`src/rtl/dmem_access_unit_if.sv`:
```
// Data-memory port between dmem_access_unit (master) and the data memory (slave).
interface dmem_access_unit_if;
  logic        req;
  logic        we;
  logic [3:0]  be;
  logic [31:0] addr;
  logic [31:0] wdata;
  logic        gnt;
  logic        rvalid;
  logic [31:0] rdata;

  modport master (output req, we, be, addr, wdata, input gnt, rvalid, rdata);
  modport slave  (input req, we, be, addr, wdata, output gnt, rvalid, rdata);
endinterface

```
`src/rtl/dmem_access_unit.sv`:
```
// MEM-stage load/store controller driving a req/gnt/rvalid data-memory port.
// Optional feature: define DMEM_MISALIGN_TRAP_EN to trap misaligned halfword/word accesses.
module dmem_access_unit #(
  parameter int TIMEOUT = 16
) (
  input  logic               clock,
  input  logic               reset,
  input  logic               mem_read,
  input  logic               mem_write,
  input  logic [2:0]         funct3,
  input  logic [31:0]        addr,
  input  logic [31:0]        wdata,
  output logic               stall,
  output logic               done,
  output logic [31:0]        rdata,
  output logic [1:0]         byte_index,
  output logic [2:0]         mem_select,
  output logic               bus_error,
  output logic               misaligned,
  dmem_access_unit_if.master dmem
);
  localparam int cnt_w = $clog2(TIMEOUT) + 1;
  localparam logic [cnt_w-1:0] cnt_last = cnt_w'(TIMEOUT - 1);

  typedef enum logic [1:0] {IDLE, REQ, RESP, DONE} state_t;

  state_t           state;
  logic [cnt_w-1:0] cnt;
  logic             is_store;
  logic [1:0]       op_offset;
  logic [2:0]       op_funct3;
  logic             start;
  logic             busy;
  logic             complete;
  logic             expire;
  logic             addr_misaligned;
  logic [3:0]       req_be;
  logic [31:0]      req_wdata;

  assign start    = mem_read | mem_write;
  assign stall    = ((state == IDLE) & start) | (state == REQ) | (state == RESP);
  assign busy     = (state == REQ) | (state == RESP);
  assign complete = ((state == REQ) & dmem.gnt & is_store) | ((state == RESP) & dmem.rvalid);
  // A load granted on the very last allowed cycle still aborts: no room left for the response.
  assign expire   = busy & ~complete & (cnt >= cnt_last);

`ifdef DMEM_MISALIGN_TRAP_EN
  assign addr_misaligned = ((funct3[1:0] == 2'b01) & addr[0]) |
                           ((funct3[1:0] == 2'b10) & (addr[1:0] != 2'b00));
`else
  assign addr_misaligned = 1'b0;
`endif

  always_comb begin
    req_be    = 4'b1111;
    req_wdata = wdata;
    if (mem_write) begin
      case (funct3[1:0])
        2'b00: begin
          req_be    = 4'b0001 << addr[1:0];
          req_wdata = {4{wdata[7:0]}};
        end
        2'b01: begin
          req_be    = addr[1] ? 4'b1100 : 4'b0011;
          req_wdata = {2{wdata[15:0]}};
        end
        default: ;
      endcase
    end
  end

  always_ff @(posedge clock) begin
    if (reset) begin
      state      <= IDLE;
      cnt        <= '0;
      is_store   <= 1'b0;
      op_offset  <= 2'b00;
      op_funct3  <= 3'b000;
      done       <= 1'b0;
      rdata      <= '0;
      byte_index <= 2'b00;
      mem_select <= 3'b000;
      bus_error  <= 1'b0;
      misaligned <= 1'b0;
      dmem.req   <= 1'b0;
      dmem.we    <= 1'b0;
      dmem.be    <= 4'b0000;
      dmem.addr  <= '0;
      dmem.wdata <= '0;
    end else begin
      done       <= 1'b0;
      bus_error  <= 1'b0;
      misaligned <= 1'b0;
      case (state)
        IDLE: begin
          if (start) begin
            is_store  <= mem_write;
            op_offset <= addr[1:0];
            op_funct3 <= funct3;
            if (addr_misaligned) begin
              state      <= DONE;
              done       <= 1'b1;
              misaligned <= 1'b1;
              byte_index <= addr[1:0];
              mem_select <= funct3;
            end else begin
              state      <= REQ;
              cnt        <= '0;
              dmem.req   <= 1'b1;
              dmem.we    <= mem_write;
              dmem.be    <= req_be;
              dmem.addr  <= {addr[31:2], 2'b00};
              dmem.wdata <= req_wdata;
            end
          end
        end
        REQ: begin
          if (dmem.gnt) begin
            dmem.req <= 1'b0;
            state    <= is_store ? DONE : RESP;
          end
        end
        RESP: begin
          if (dmem.rvalid) begin
            rdata <= dmem.rdata;
            state <= DONE;
          end
        end
        DONE:    state <= IDLE;
        default: state <= IDLE;
      endcase

      if (busy) cnt <= cnt + 1'b1;
      if (complete | expire) begin
        done       <= 1'b1;
        byte_index <= op_offset;
        mem_select <= op_funct3;
      end
      // Timeout takes precedence over whatever the case statement chose.
      if (expire) begin
        state     <= DONE;
        bus_error <= 1'b1;
        rdata     <= '0;
        dmem.req  <= 1'b0;
      end
    end
  end
endmodule

```
`src/flat_wrapper.sv`:
```
// flat-port wrapper written by rule: the top's interface ports become plain ports
module dmem_access_unit_flat 
#(
  parameter int TIMEOUT = 16
)
  (clock, reset, mem_read, mem_write, funct3, addr, wdata, stall, done, rdata, byte_index, mem_select, bus_error, misaligned, dmem_req, dmem_we, dmem_be, dmem_addr, dmem_wdata, dmem_gnt, dmem_rvalid, dmem_rdata);
  dmem_access_unit_if dmem_i ();
  input  logic clock;
  input  logic reset;
  input  logic mem_read;
  input  logic mem_write;
  input  logic [2:0] funct3;
  input  logic [31:0] addr;
  input  logic [31:0] wdata;
  output logic stall;
  output logic done;
  output logic [31:0] rdata;
  output logic [1:0] byte_index;
  output logic [2:0] mem_select;
  output logic bus_error;
  output logic misaligned;
  output wire logic [$bits(dmem_i.req)-1:0] dmem_req;
  output wire logic [$bits(dmem_i.we)-1:0] dmem_we;
  output wire logic [$bits(dmem_i.be)-1:0] dmem_be;
  output wire logic [$bits(dmem_i.addr)-1:0] dmem_addr;
  output wire logic [$bits(dmem_i.wdata)-1:0] dmem_wdata;
  input wire logic [$bits(dmem_i.gnt)-1:0] dmem_gnt;
  input wire logic [$bits(dmem_i.rvalid)-1:0] dmem_rvalid;
  input wire logic [$bits(dmem_i.rdata)-1:0] dmem_rdata;
  assign dmem_req = dmem_i.req;
  assign dmem_we = dmem_i.we;
  assign dmem_be = dmem_i.be;
  assign dmem_addr = dmem_i.addr;
  assign dmem_wdata = dmem_i.wdata;
  assign dmem_i.gnt = dmem_gnt;
  assign dmem_i.rvalid = dmem_rvalid;
  assign dmem_i.rdata = dmem_rdata;
  dmem_access_unit #(.TIMEOUT(TIMEOUT)) u_core (.clock(clock), .reset(reset), .mem_read(mem_read), .mem_write(mem_write), .funct3(funct3), .addr(addr), .wdata(wdata), .stall(stall), .done(done), .rdata(rdata), .byte_index(byte_index), .mem_select(mem_select), .bus_error(bus_error), .misaligned(misaligned), .dmem(dmem_i));
endmodule
```
`config.mk`:
```
export PLATFORM = sky130hd
export DESIGN_NAME = dmem_access_unit_flat
export DESIGN_NICKNAME = d
export VERILOG_FILES = /design/src/rtl/dmem_access_unit_if.sv /design/src/rtl/dmem_access_unit.sv /design/src/flat_wrapper.sv
export SDC_FILE = /design/constraint.sdc
export NUM_CORES = 1
export LEC_CHECK = 0
export BUFFER_PORTS_ARGS = -buffer_cell sky130_fd_sc_hd__buf_2
export CAP_MARGIN = 10
export CORE_MARGIN = 5
export CORE_UTILIZATION = 53
export CTS_BUF_LIST = sky130_fd_sc_hd__clkbuf_4 sky130_fd_sc_hd__clkbuf_8
export DETAILED_ROUTE_END_ITERATION = 8
export GPL_ROUTABILITY_DRIVEN = 0
export PLACE_DENSITY_LB_ADDON = 0.05
export SLEW_MARGIN = 20
export SYNTH_ARGS = -nofsm -noshare
export SYNTH_HDL_FRONTEND = slang
export SYNTH_SLANG_ARGS = --single-unit
export TNS_END_PERCENT = 1
```
`constraint.sdc`:
```
create_clock -name clock -period 3.9 [get_ports clock]
set_input_delay 0.585 -clock clock [delete_from_list [all_inputs] [get_ports clock]]
set_output_delay 0.585 -clock clock [all_outputs]
set_load 0.1 [all_outputs]
```
==> flow_summary_export.csv, run 1 <==
group,metric,value,unit
yosys,yosys_warnings,0,
worst_setup_path,critPathKind,"reg -> out",
die,rows,34,
drt,postRouteWirelength,12.80,mm
yosys,synth_common_cells,"nand2_1 (190), dfxtp_1 (119), a21oi_1 (63), clkbuf_1 (30), a21oi_2 (29)",
yosys,synthTopCellsByArea,"dfxtp_1 (49%), nand2_1 (15%), a21oi_1 (6.5%)",
grt,grt_pass1_vias,4411,
worst_setup_path,startpoint_type,"register",
worst_setup_path,worst-path-buf-inv,2,
yosys,yosysUniqueCellTypes,45,
pwr,p_per_area,845.6,mW/mm2
grt,antenna_found_initial,0,
worst_setup_path,cp_top_family,"flip-flops",
cells_and_area,area_growth,28.65,%
hold_path,hold_class,"in -> reg",
place,dp_hpwl,9.043,mm
worst_setup_path,path_cells,"inv_1 > ha_1 > o21a_2 > or3_1 > buf_2",
sta,period_needed,2745,ps
pwr,p_switching,0.002750,W
yosys,ys_seq_area_frac,0.4915,
worst_setup_path,crit_arrival,2160,ps
die,die_y,105.6,um
worst_setup_path,rr_startpoint,"u_core.state[1]",
drt,dr.pass1.iters,4,
worst_setup_path,worstSetupStartpoint,"u_core.state[0]",
pwr,combPwrFrac,0.500,
worst_setup_path,setup.worst_path.end_class,"output port",
worst_setup_path,cpPeakStageDelay,410,ps
sta,tightest_slew,1013,ps
place,place_worst_setup_slack,1535,ps
sta,skew,13.59,ps
yosys,synth_seq_cells,119,
die,coreArea,0.008806,mm2
pwr,peakVddDrop,0.6572,mV
pwr,p_sw_frac,0.5214,
worst_setup_path,crit_slowest_cell,"dfxtp_1",
yosys,yosysTopAreaCellShare,0.4915,
pwr,power_frac_seq,0.295,
die,dieArea,0.01116,mm2
clocking,htree_levels,4,
clocking,cts.reportedPaths.clkPinSlew,70,ps
yosys,synthCells,584,
clocking,hold_buffers,0,
worst_setup_path,worstPathMaxFanout,11,
grt,grt_usage,0.2219,
clocking,cts.sink_count,119,
cells_and_area,drive_gt1_frac,0.3656,
yosys,yosys.area.top_type,"dfxtp_1",
sta,fmax,0.3643,GHz
clocking,cts_buffer_depth,2,
drt,drt_iter0_markers,249,
yosys,ys.flop_type,"dfxtp_1",
clocking,numCtsBuffers,17,
place,port-buffer-count,212,
grt,grt_first_pass_wirelength,20.56,mm
sta,finalCritPeriodShare,0.7039,
pwr,clkPwrFrac,0.205,
die,io_pins,216,
drt,via_per_inst,5.155,
clocking,cts_root_buf,"clkbuf_8",
outcome,status,"finished, final reports clean",
pwr,p_leak,2.856,nW
yosys,async_flop_share,0,
sta,max_slew_margin,0.3231,
grt,grt_max_degree,94,
cells_and_area,diodes,0,
drt,routedWlPerCell,14.33,um
clocking,cts_resized,0,
die,die_x,105.6,um
yosys,synthesis.area,0.004847,mm2
sta,tns,0,ps
sta,grt_setup_unrepaired,"no",
sta,fin_ws,1155,ps
yosys,synth.most_common_cell,"nand2_1",
worst_setup_path,worstPathRequired,3310,ps
yosys,syn_avg_cell_area,8.300,um2
sta,final_max_slew_viol_count,0,
pwr,p_int,0.002524,W
drt,antenna_left,0,
drt,num_vias,4603,
run,cap_violations,0,
die,start_util,0.5504,
clocking,cts_setup_buffers,0,
sta,hold_viol_final,0,
yosys,synth-edff-count,0,
sta,finalSetupViolations,0,
cells_and_area,finalNetCount,886,
drt,remaining_drc_errors,0,
grt,overflow,0,
clocking,worstSkewPairLatency,410,ps
cells_and_area,final_util,0.7082,
hold_path,hp-start,"addr[18]",
clocking,cts_tree,"yes",
[stage by stage]
stage / cell area [um2] / total power, W / hold slack, ps / instances
CTS: 6230 / 0.005296 / 379.6 / 893
finish: 6236 / 0.005273 / 404.4 / 893
global route: 6236 / 0.005522 / 378.1 / 893
global placement: 5842 / 0.004170 / 437.4 / 864
floorplan: 4855 / 0.003789 / 436.8 / 586
detailed placement: 5842 / 0.004213 / 441.6 / 864
[path summary, 6_finish.rpt]
check                               end  slack, ps  depth (start not counted)
hold reg to reg   u_core.dmem.wdata[30]        450                          2
setup reg to reg       u_core.rdata[12]       1460                          6
setup / recovery                  stall       1150                          5
hold / removal     u_core.dmem.addr[18]        400                          3
[placed cells by master (no fill, tap or decap), drive strengths merged, types with 2 or more instances in the layout]
| cell | synthesis | final |
|---|---|---|
| nor2b | 3 | 3 |
| nand2b | 15 | 15 |
| dfxtp | 119 | 119 |
| a31oi | 6 | 6 |
| clkinv | 0 | 4 |
| nand2 | 190 | 190 |
| a21oi | 92 | 92 |
| nor3 | 2 | 2 |
| inv | 4 | 4 |
| or3 | 2 | 2 |
| a211oi | 2 | 2 |
| or2 | 2 | 2 |
| nand3 | 14 | 14 |
| a311oi | 11 | 11 |
| clkinvlp | 0 | 2 |
| nor2 | 25 | 25 |
| and2 | 2 | 2 |
| mux2i | 10 | 10 |
| bufinv | 0 | 2 |
| conb | 1 | 3 |
| o21ai | 6 | 6 |
| buf | 15 | 215 |
| ha | 6 | 6 |
| mux2 | 3 | 3 |
| o211ai | 10 | 10 |
| clkbuf | 30 | 21 |
[sequential cells by signal (all words and copies together) (netlist names)]
name,cells
u_core.dmem.wdata,32
u_core.done,1
u_core.dmem.be,4
u_core.dmem.addr,30
u_core.mem_select,3
u_core.op_funct3,3
u_core.dmem.req,1
u_core.cnt,5
u_core.byte_index,2
u_core.state,2
u_core.is_store,1
u_core.bus_error,1
u_core.rdata,32
u_core.op_offset,2
[power by group through the flow]
stage	Clock [W]	Sequential (W)	Combinational, W
after global placement	0	0.00157	0.00260
after detailed placement	0	0.00158	0.00263
after global routing	0.00116	0.00158	0.00278
after floorplan	0	0.00298	0.000813
final	0.00108	0.00156	0.00264
after CTS	0.00110	0.00156	0.00264
[cells by family after synthesis]
kind of cell	after synthesis	share of synthesized area
simple gates	262	0.2261
compound gates	134	0.1846
flops	119	0.4915
buf+inv	49	0.05395
mux	13	0.02762
fa+ha+maj	6	0.01549
other cells	1	0.0007737
[worst reg2reg max path: stages (launching register included)]
cell	delay (ps)
dfxtp_1	400
inv_1	100
ha_1	240
a32o_2	330
a211oi_4	320
or2_2	790
a21oi_1	100
[per-layer routing]
| metal | share of wire | track usage | vias to the layer above |
|---|---|---|---|
| met5 | 0 | 0 | - |
| met4 | 0.013 | 0.06846 | 0 |
| met3 | 0.091 | 0.08619 | 13 |
| met2 | 0.48 | 0.3707 | 182 |
| met1 | 0.41 | 0.2646 | 2082 |
| li1 | - | - | 2326 |
[area by class of cell]
| type | instances | area [um2] |
|---|---|---|
| multi-input combinational | 418 | 2232 |
| clock buffer | 21 | 289.0 |
| tap | 108 | 135.1 |
| fill | 732 | 2570 |
| sequential | 119 | 2382 |
| clock inverter | 8 | 98.84 |
| inverter | 4 | 15.01 |
| timing repair buffer | 215 | 1084 |
Power figures use the tool's default switching activity.
==> run 2: changes to the inputs <==
--- a/config.mk
+++ b/config.mk
@@ -5,10 +5,11 @@
 export SDC_FILE = /design/constraint.sdc
 export NUM_CORES = 1
 export LEC_CHECK = 0
+export ABC_AREA = 1
 export BUFFER_PORTS_ARGS = -buffer_cell sky130_fd_sc_hd__buf_2
 export CAP_MARGIN = 10
 export CORE_MARGIN = 5
-export CORE_UTILIZATION = 53
+export CORE_UTILIZATION = 49
 export CTS_BUF_LIST = sky130_fd_sc_hd__clkbuf_4 sky130_fd_sc_hd__clkbuf_8
 export DETAILED_ROUTE_END_ITERATION = 8
 export GPL_ROUTABILITY_DRIVEN = 0
==> constraint.sdc (replaced) <==
create_clock -name clock -period 2.53 [get_ports clock]
set_input_delay 0.3795 -clock clock [delete_from_list [all_inputs] [get_ports clock]]
set_output_delay 0.3795 -clock clock [all_outputs]
set_load 0.1 [all_outputs]
==> flow_summary_export.csv, run 2 <==
group,metric,value,unit
cells_and_area,diodes,0,
place,port-buffer-count,212,
worst_setup_path,worstSetupStartpoint,"u_core.state[0]",
clocking,hold_buffers,0,
grt,grt_max_degree,76,
worst_setup_path,timing.rr.end,"u_core.rdata[29]",
drt,routedWlPerCell,13.83,um
grt,grt_pass1_vias,4334,
cells_and_area,n_fill_cell,883,
yosys,yosys.area.top_type,"dfxtp_1",
pwr,p_leak,3.114,nW
drt,dr.pass1.iters,5,
worst_setup_path,critPathKind,"reg -> out",
grt,grt_first_pass_wirelength,20.40,mm
die,die_x,109.1,um
clocking,htree_levels,4,
sta,skew,7.629,ps
yosys,synth_common_cells,"dfxtp_1 (119), nand2_1 (95), a21oi_1 (91), nor2_1 (84), nand3_1 (55)",
cells_and_area,seq_area,0.002382,mm2
pwr,p_int,0.004460,W
drt,drt_iter0_markers,316,
yosys,ys.flop_type,"dfxtp_1",
cells_and_area,final_cell_mix,"buf_2 (211), dfxtp_1 (119), nand2_1 (95)",
worst_setup_path,startpoint_type,"register",
cells_and_area,area_growth,31.22,%
die,dieArea,0.01191,mm2
clocking,numCtsBuffers,17,
sta,fmax,0.4306,GHz
yosys,synth_compound_area_frac,0.1812,
yosys,synth_fa_ha_area_frac,0.01560,
yosys,yosysTopAreaCellShare,0.4949,
drt,antenna_left,0,
grt,antenna_found_initial,0,
drt,via_per_inst,4.913,
yosys,syn_avg_cell_area,7.689,um2
run,cap_violations,0,
place,place_worst_setup_slack,381.8,ps
die,die_y,109.1,um
sta,tightest_slew,691.3,ps
cells_and_area,finalNetCount,932,
pwr,p_sw_frac,0.5424,
worst_setup_path,worstPathMaxFanout,22,
sta,fin_ws,207.7,ps
yosys,yosysUniqueCellTypes,28,
drt,remaining_drc_errors,0,
pwr,p_per_area,1543,mW/mm2
sta,hold_viol_final,0,
sta,grt_setup_unrepaired,"no",
drt,num_vias,4751,
worst_setup_path,r2r_cells,8,
clocking,cts.sink_count,119,
pwr,power_frac_seq,0.265,
clocking,cts.reportedPaths.clkPinSlew,70,ps
yosys,synthCells,626,
die,io_pins,216,
yosys,ys_seq_area_frac,0.4949,
pwr,clkPwrFrac,0.202,
hold_path,hold_class,"in -> reg",
worst_setup_path,rr_startpoint,"u_core.state[0]",
yosys,synthMuxAreaShare,0,
yosys,async_flop_share,0,
yosys,synth_xor_xnor_area_share,0,
clocking,cts_root_buf,"clkbuf_8",
sta,period_needed,2322,ps
grt,grt_usage,0.2190,
outcome,status,"finished, final reports clean",
sta,tns,0,ps
sta,max_slew_margin,0.5392,
sta,finalSetupViolations,0,
worst_setup_path,setup.worst_path.end_class,"output port",
worst_setup_path,regToRegSetupSlack,370,ps
yosys,synth-edff-count,0,
place,dpl-instance-area,0.005844,mm2
cells_and_area,top_regs,"u_core.dmem.wdata x32, u_core.rdata x32, u_core.dmem.addr x30",
place,dp_hpwl,9.552,mm
worst_setup_path,worstSetupEndpoint,"stall",
yosys,synthesis.area,0.004813,mm2
yosys,synthTopCellsByArea,"dfxtp_1 (49%), a21oi_1 (9.5%), nand2_1 (7.4%)",
yosys,synth.most_common_cell,"dfxtp_1",
yosys,yosys_warnings,0,
clocking,cts_buffer_depth,2,
sta,finalCritPeriodShare,0.9179,
worst_setup_path,crit_arrival,1940,ps
die,start_util,0.4970,
yosys,synth_seq_cells,119,
die,rows,36,
cells_and_area,multiInputGateArea,0.002039,mm2
cells_and_area,final_common_cell,"buf_2",
sta,final_max_slew_viol_count,0,
clocking,cts_tree,"yes",
cells_and_area,fin_area,0.006316,mm2
drt,postRouteWirelength,13.37,mm
grt,overflow,0,
cells_and_area,drive_gt1_frac,0.3213,
pwr,combPwrFrac,0.533,
worst_setup_path,worstPathRequired,2150,ps
pwr,p_switching,0.005287,W
die,coreArea,0.009684,mm2
yosys,yosys.area_share.simple,0.2246,
pwr,peakVddDrop,0.9549,mV
clocking,worstSkewPairLatency,420,ps
yosys,synth_top_family_by_area,"simple AND/OR/NAND/NOR gates",
run 2: worst min path at each step:
stage                         from                    to  depth (start not counted)
2_1_floorplan  u_core.op_offset[0]  u_core.byte_index[0]                          2
3_3_place_gp      u_core.rdata[25]      u_core.rdata[25]                          2
3_5_place_dp       u_core.rdata[8]       u_core.rdata[8]                          2
4_1_cts                    addr[4]   u_core.dmem.addr[4]                          3
5_1_grt                   addr[18]  u_core.dmem.addr[18]                          3
6_report                  addr[13]  u_core.dmem.addr[13]                          3
run 2: cells by family after synthesis:
logic type / Yosys count
and+or+nand+nor: 249
buffers and inverters: 80
other: 1
adders and majority gates: 6
DFF: 119
AOI/OAI and AO/OA: 171
run 2: per-layer routing:
layer,global-route usage,share of wire,vias up
li1,-,-,2455
met1,0.2653,0.41,2102
met2,0.3522,0.48,180
met3,0.08763,0.099,14
met4,0.07665,0.011,0
met5,0,0,-
run 2: final cells by class:
type,instances,area share
flip-flops and latches,119,0.3772
multi-input cells,429,0.3229
repair buffers,218,0.1775
clock buffers,25,0.05250
well taps,133,0.02635
clock inverters,7,0.02179
inverters,36,0.02179
run 2: stage by stage:
stage                     instances  hold WS, ps  utilization  total power (W)
after detailed placement        935        451.7       0.6035         0.007816
after floorplan                 628        435.9            -         0.007045
after CTS                       967        156.7       0.6519         0.009801
after global routing            967        144.6       0.6522          0.01025
after global placement          935        444.4       0.6035         0.007768
final                           967        176.9       0.6522         0.009746
run 2: power by group through the flow:
stage / Combinational, W / Clock (W) / Sequential, W
after CTS: 0.00521 / 0.00201 / 0.00259
after detailed placement: 0.00520 / 0 / 0.00262
after floorplan: 0.00154 / 0 / 0.00550
final: 0.00519 / 0.00197 / 0.00259
after global placement: 0.00516 / 0 / 0.00261
after global routing: 0.00549 / 0.00211 / 0.00264
run 2: what timing repair did:
action                                  in CTS  in global routing
buffers inserted                             0                  0
endpoints found under the setup margin       0                  1
resized for setup                            0                  2
run 2: worst max-delay path: stages (launching register included):
cell and delay [ps]:
dfxtp_1 400, inv_1 110, ha_1 300, inv_2 140, nor2_4 60, inv_4 190, nand2_1 140, buf_12 190
==> run 3: changes to the inputs <==
==> constraint.sdc (replaced) <==
create_clock -name clock -period 2.5 [get_ports clock]
set_input_delay 0.375 -clock clock [delete_from_list [all_inputs] [get_ports clock]]
set_output_delay 0.375 -clock clock [all_outputs]
set_load 0.1 [all_outputs]
==> flow_summary_export.csv, run 3 (same netlist as run 2, synthesis figures left out) <==
group,metric,value,unit
cells_and_area,top_regs,"u_core.dmem.wdata x32, u_core.rdata x32, u_core.dmem.addr x30",
sta,tightest_slew,679.5,ps
run,cap_violations,0,
die,coreArea,0.009684,mm2
sta,tns,0,ps
pwr,p_leak,3.090,nW
cells_and_area,final_cell_mix,"buf_2 (211), dfxtp_1 (119), nand2_1 (95)",
clocking,worstSkewPairLatency,430,ps
grt,antenna_found_initial,0,
sta,final_max_slew_viol_count,0,
clocking,htree_levels,4,
drt,antenna_left,0,
worst_setup_path,setup.worst_path.end_class,"output port",
drt,remaining_drc_errors,0,
grt,grt_first_pass_wirelength,21.08,mm
worst_setup_path,startpoint_type,"register",
die,rows,36,
grt,grt_max_degree,76,
grt,grt_usage,0.2259,
clocking,cts_resized,1,
die,die_x,109.1,um
place,dp_hpwl,9.800,mm
drt,via_per_inst,5.019,
grt,overflow,0,
cells_and_area,drive_gt1_frac,0.3222,
cells_and_area,diodes,0,
clocking,cts_setup_buffers,0,
die,dieArea,0.01191,mm2
clocking,cts_buffer_depth,2,
sta,fin_ws,166.1,ps
drt,postRouteWirelength,13.64,mm
sta,finalCritPeriodShare,0.9336,
drt,routedWlPerCell,14.09,um
worst_setup_path,critPathKind,"reg -> out",
pwr,p_sw_frac,0.5547,
clocking,cts_tree,"yes",
sta,hold_viol_final,0,
grt,grt_pass1_vias,4448,
place,port-buffer-count,212,
sta,skew,5.022,ps
cells_and_area,final_common_cell,"buf_2",
sta,period_needed,2334,ps
place,place_worst_setup_slack,450.0,ps
clocking,cts.reportedPaths.clkPinSlew,80,ps
die,die_y,109.1,um
sta,fmax,0.4285,GHz
cells_and_area,area_growth,30.91,%
pwr,p_switching,0.005441,W
clocking,hold_buffers,0,
cells_and_area,finalNetCount,933,
hold_path,hold_class,"in -> reg",
clocking,numCtsBuffers,17,
drt,num_vias,4858,
pwr,p_per_area,1557,mW/mm2
pwr,clkPwrFrac,0.195,
die,io_pins,216,
pwr,power_frac_seq,0.268,
pwr,p_int,0.004368,W
drt,dr.pass1.iters,5,
worst_setup_path,crit_arrival,1960,ps
clocking,cts_root_buf,"clkbuf_8",
worst_setup_path,worstPathMaxFanout,22,
pwr,peakVddDrop,0.9811,mV
sta,finalSetupViolations,0,
clocking,cts.sink_count,119,
sta,grt_setup_unrepaired,"no",
drt,drt_iter0_markers,367,
cells_and_area,n_fill_cell,913,
pwr,combPwrFrac,0.538,
outcome,status,"finished, final reports clean",
die,start_util,0.4970,
sta,max_slew_margin,0.5470,
worst_setup_path,worstPathRequired,2120,ps
## run 3: changes by cell type in the layout (fill, tap and decap cells not counted), sizes merged
cell,previous run,this run
clkbuf,25,18
buf,218,219
clkinv,3,6
clkinvlp,1,4
inv,35,36
## run 3: area by class of cell
class                           count  area (um2)  area share
Clock inverter                     14       198.9     0.03157
Tap cell                          133       166.4     0.02641
Clock buffer                       18       247.7     0.03932
Multi-Input combinational cell    429        2039      0.3237
Inverter                           36       137.6     0.02184
Timing Repair Buffer              219        1129      0.1791
Sequential cell                   119        2382      0.3781
## run 3: worst paths after layout
kind                     from                     to  slack [ps]  depth (start not counted)
min                  addr[10]   u_core.dmem.addr[10]         160                          3
max reg2reg   u_core.state[0]  u_core.dmem.wdata[31]         410                         11
min reg2reg  u_core.rdata[20]       u_core.rdata[20]         460                          2
max           u_core.state[0]                  stall         170                          7
## run 3: metrics by stage
step	total power (W)	cells	hold slack (ps)	instance area, um2	util
6_report	0.009809	968	156.1	6301	0.6506
5_1_grt	0.01032	968	140.3	6301	0.6506
4_1_cts	0.009875	968	137.5	6301	0.6506
3_5_place_dp	0.007932	936	450.4	5852	0.6043
3_3_place_gp	0.007874	936	445.0	5852	0.6043
2_1_floorplan	0.007129	628	435.9	4821	-
## run 3: power groups by stage
stage | Combinational, W | Clock, W | Sequential [W]
3_5_place_dp | 0.00528 | 0 | 0.00265
2_1_floorplan | 0.00156 | 0 | 0.00557
5_1_grt | 0.00559 | 0.00206 | 0.00267
4_1_cts | 0.00530 | 0.00196 | 0.00262
6_report | 0.00527 | 0.00191 | 0.00262
3_3_place_gp | 0.00524 | 0 | 0.00264
## run 3: worst max-delay path, stage by stage (launching register included)
cell     delay (ps)
dfxtp_1         400
inv_1           100
ha_1            290
inv_2           130
nor2_4           60
inv_4           190
nand2_1         150
buf_12          190
## run 3: per-layer routing
layer | track usage | routed length, um
met1 | 0.2741 | 5569
met2 | 0.3636 | 6424
met3 | 0.1030 | 1535
met4 | 0.05771 | 113
met5 | 0 | 0
